$ cat config.mk
export PLATFORM = sky130hd
export DESIGN_NAME = adam_stream_buf
export DESIGN_NICKNAME = d
export VERILOG_FILES = /design/src/rtl/adam_stream_buf.sv
export SDC_FILE = /design/constraint.sdc
export NUM_CORES = 1
export LEC_CHECK = 0
export BUFFER_PORTS_ARGS = -buffer_cell sky130_fd_sc_hd__buf_2
export CORE_AREA = 2 2 88 73
export CTS_CLUSTER_SIZE = 28
export DETAILED_ROUTE_END_ITERATION = 6
export DIE_AREA = 0 0 90 75
export GPL_TIMING_DRIVEN = 0
export PLACE_DENSITY = 0.72
export REMOVE_ABC_BUFFERS = 1
export SLEW_MARGIN = 10
export SYNTH_ARGS = -nofsm -noshare
export SYNTH_HDL_FRONTEND = slang
export SYNTH_SLANG_ARGS = --single-unit
$ cat constraint.sdc
create_clock -name clk -period 4.75 [get_ports clk]
set_clock_uncertainty 0.15 [all_clocks]
set_input_delay 0.95 -clock clk [delete_from_list [all_inputs] [get_ports clk]]
set_output_delay 0.95 -clock clk [all_outputs]
set_load 0.05 [all_outputs]
$ cat src/rtl/adam_stream_buf.sv
// adam_stream_buf: ready/valid FIFO stream buffer with optional zero-latency fall-through
//   clk        rising-edge clock
//   rst        asynchronous active-high reset of control state
//   flush      synchronous clear of all stored entries
//   slv_data   upstream payload
//   slv_valid  upstream payload valid
//   slv_ready  buffer can accept payload
//   mst_data   downstream payload
//   mst_valid  downstream payload valid
//   mst_ready  downstream accepts payload
//   count      number of stored entries
module adam_stream_buf #(
    parameter int DATA_WIDTH   = 32,
    parameter int DEPTH        = 2,
    parameter bit FALL_THROUGH = 1'b0
) (
    input  logic                         clk,
    input  logic                         rst,
    input  logic                         flush,
    input  logic [DATA_WIDTH-1:0]        slv_data,
    input  logic                         slv_valid,
    output logic                         slv_ready,
    output logic [DATA_WIDTH-1:0]        mst_data,
    output logic                         mst_valid,
    input  logic                         mst_ready,
    output logic [$clog2(DEPTH+1)-1:0]   count
);
    localparam int CW = $clog2(DEPTH + 1);
    localparam int PW = $clog2(DEPTH);

    logic [DATA_WIDTH-1:0] r_mem [DEPTH];
    logic [PW-1:0]         r_wptr;
    logic [PW-1:0]         r_rptr;
    logic [CW-1:0]         r_count;
    logic                  r_live;
    logic                  w_empty;
    logic                  w_bypass;
    logic                  w_slv_fire;
    logic                  w_mst_fire;
    logic                  w_push;
    logic                  w_pop;

    function automatic logic [PW-1:0] f_next(input logic [PW-1:0] p);
        return (p == PW'(DEPTH - 1)) ? '0 : p + 1'b1;
    endfunction

    // r_live holds slv_ready low from reset until the first clock edge after release
    assign w_empty    = r_count == '0;
    assign w_bypass   = FALL_THROUGH && w_empty;
    assign slv_ready  = r_live && !flush && (r_count < CW'(DEPTH));
    assign mst_valid  = !flush && (w_bypass ? (r_live && slv_valid) : !w_empty);
    assign mst_data   = w_bypass ? slv_data : r_mem[r_rptr];
    assign w_slv_fire = slv_valid && slv_ready;
    assign w_mst_fire = mst_valid && mst_ready;
    // a bypassed word leaves in the same cycle and never touches storage
    assign w_push     = w_slv_fire && !(w_bypass && mst_ready);
    assign w_pop      = w_mst_fire && !w_bypass;
    assign count      = r_count;

    always_ff @(posedge clk or posedge rst) begin
        if (rst) begin
            r_live  <= 1'b0;
            r_wptr  <= '0;
            r_rptr  <= '0;
            r_count <= '0;
        end else begin
            r_live <= 1'b1;
            if (flush) begin
                r_wptr  <= '0;
                r_rptr  <= '0;
                r_count <= '0;
            end else begin
                if (w_push) r_wptr <= f_next(r_wptr);
                if (w_pop) r_rptr <= f_next(r_rptr);
                if (w_push != w_pop) r_count <= w_push ? r_count + 1'b1 : r_count - 1'b1;
            end
        end
    end

    always_ff @(posedge clk) begin
        if (w_push) r_mem[r_wptr] <= slv_data;
    end
endmodule

==> flow_summary.ini <==
[synthesis]
synth_cells = 130
netlist_area_mm2 = 0.00259
synth_area_per_cell_um2 = 19.9
synth_flop_cell = edfxtp_1
synth_edf_count = 64
synth.distinct_cells = 20
yosysWarnings = 0
synth-seq-area-share = 0.791
async_flop_share = 0.0725
ys_ff_latch = 69

[clock_tree]
cts.sinks = 69
numCtsBuffers = 9
clock_latency_ns = 0.33
cts_hold_buffers = 0
clk_pin_slew_ns = 0.07
htree_levels = 3
cts_resized = 0
cts_tree = built
cts_setup_buffers = 0
clockRootBuffer = clkbuf_8
clockBufferDepth = 2

[die]
die_w_um = 90
io_pins = 73
dieArea_mm2 = 0.00675
coreArea_mm2 = 0.00582
die-height_um = 75
rows = 25
initial_core_util = 0.445

[timing]
period_needed_ns = 2.95
hold_viol = 0
fmaxAchievable_mhz = 340
setup_viol = 0
tightestPinTransition_ns = 0.889
period_share = 0.620
whs_ns = 0.367
rsz0062_at_grt = false
slew_headroom = 0.405
worst_slack_ns = 1.80
slew_viol_final = 0

[route]
wl_per_cell_um = 14.0
via_per_inst = 4.73
ant_nets = 0
remaining_drc_errors = 0
drtIter0Drc = 59
vias = 1423
drt-pass1-iter-count = 4
drt_wl_total_um = 4210

[worst_setup_path]
crit_type = reg -> out
r2r_slack_ns = 2.48
reg2reg_from = count[1]$_DFFE_PP0P_
crit_required_ns = 3.65
reg2reg_depth = 3
crit_path_start_kind = flop
endpoint = mst_data[5]
cp-startpoint = r_rptr$_DFFE_PP0P_
end_kind = primary output
critPathArrivalTime_ns = 1.85
cp_max_fo = 33
r2r_end = r_mem[1][4]$_DFFE_PP_

[power]
netSwitchingFraction = 0.237
vdd_ir_drop_max_uv = 223
p_leak_nw = 1.23
power.density_mw_per_mm2 = 385
p_sw_w = 0.000298
seqPwrFrac = 0.548
power_w = 0.00125
p_int_w = 0.000957
p_clk_frac = 0.355
combPwrFrac = 0.096

[grt]
grt_pass1_vias = 1398
grt_pass1_wl_um = 6410
track_usage = 0.128
antenna_found_initial = 0
grt_max_degree = 34
grt.overflow.total = 0

[job]
drv_cap = 0

[layout]
fin_util = 0.560
final_cell_mix = 72 x buf_2, 64 x edfxtp_1, 32 x mux2_2
antenna_cells = 0
nNetsFinal = 252
area_growth_pct = 26.0
drive_above_1_share = 0.586
final_common_cell = buf_2

[min_path]
min_path_type = in -> async

[run_status]
outcome = finished clean

[place]
dp_hpwl_um = 2850
port_buffers = 72
dp_slack_ns = 1.77
gp_congestion = 0.670
metrics by stage:
step                      TNS [ns]  instances  cell area, µm²
after floorplan             -13.95        124            2530
after global placement     -138.18        277            3000
after detailed placement         0        285            3070
after CTS                        0        301            3260
after global routing             0        301            3260
final                            0        301            3260
worst max-delay path, cell delays in order, from the launching register on:
cell     delay, ns
dfrtp_2       0.88
mux2_2        0.42
buf_2         0.21
flip-flops by register name, summed over array words and instances, names as in the netlist:
name    count
r_mem      64
count       2
r_live      1
r_rptr      1
r_wptr      1
cell usage after synthesis, types with 2 or more instances:
cell | count | area, µm²
edfxtp_1 | 64 | 1920
mux2_2 | 32 | 360
dfrtp_1 | 5 | 125
buf_6 | 4 | 45.0
a21oi_1 | 3 | 15.0
nor2_1 | 3 | 11.3
o21ai_0 | 3 | 15.0
inv_1 | 2 | 7.51
or3_1 | 2 | 12.5
xor2_1 | 2 | 17.5
metal layers:
layer  share of wire  vias to the layer above  global-route usage
li1                -                      674                   -
met3           0.061                        6              0.0561
met5               0                        -                   0
met1            0.42                      690               0.139
met4          0.0097                        0              0.0462
met2            0.51                       53               0.230
power by group through the flow:
| stage | registers [W] | clock network (W) | logic (W) |
|---|---|---|---|
| floorplan | 0.000701 | 0 | 0.0000809 |
| global placement | 0.000702 | 0 | 0.000118 |
| detailed placement | 0.000701 | 0 | 0.000122 |
| CTS | 0.000688 | 0.000460 | 0.000122 |
| global route | 0.000689 | 0.000481 | 0.000128 |
| finish | 0.000688 | 0.000445 | 0.000121 |
final cells by class:
| cell class | instances | area (µm²) |
|---|---|---|
| timing repair buffer | 80 | 420 |
| multi-input combinational | 53 | 493 |
| fill | 497 | 2560 |
| tap | 81 | 101 |
| sequential | 69 | 2050 |
| inverter | 2 | 7.51 |
| clock buffer | 9 | 124 |
| clock inverter | 7 | 66.3 |
kinds of logic after synthesis:
family                 after synthesis  share of synthesized area
AND/OR/NAND/NOR                     11                     0.0237
XOR/XNOR                             2                    0.00677
other                                1                    0.00145
buffers and inverters                8                     0.0237
flip-flops                          69                      0.791
AO/OA/AOI/OAI                        7                     0.0145
multiplexers                        32                      0.139
worst min-delay path by stage:
stage / endpoint / cells past startpoint
3_5_place_dp: count[1]$_DFFE_PP0P_ / 2
5_1_grt: r_wptr$_DFFE_PP0P_ / 2
4_1_cts: r_rptr$_DFFE_PP0P_ / 2
2_1_floorplan: count[1]$_DFFE_PP0P_ / 2
3_3_place_gp: count[1]$_DFFE_PP0P_ / 2
6_report: count[0]$_DFFE_PP0P_ / 2
(Power assumes the default switching activity.)
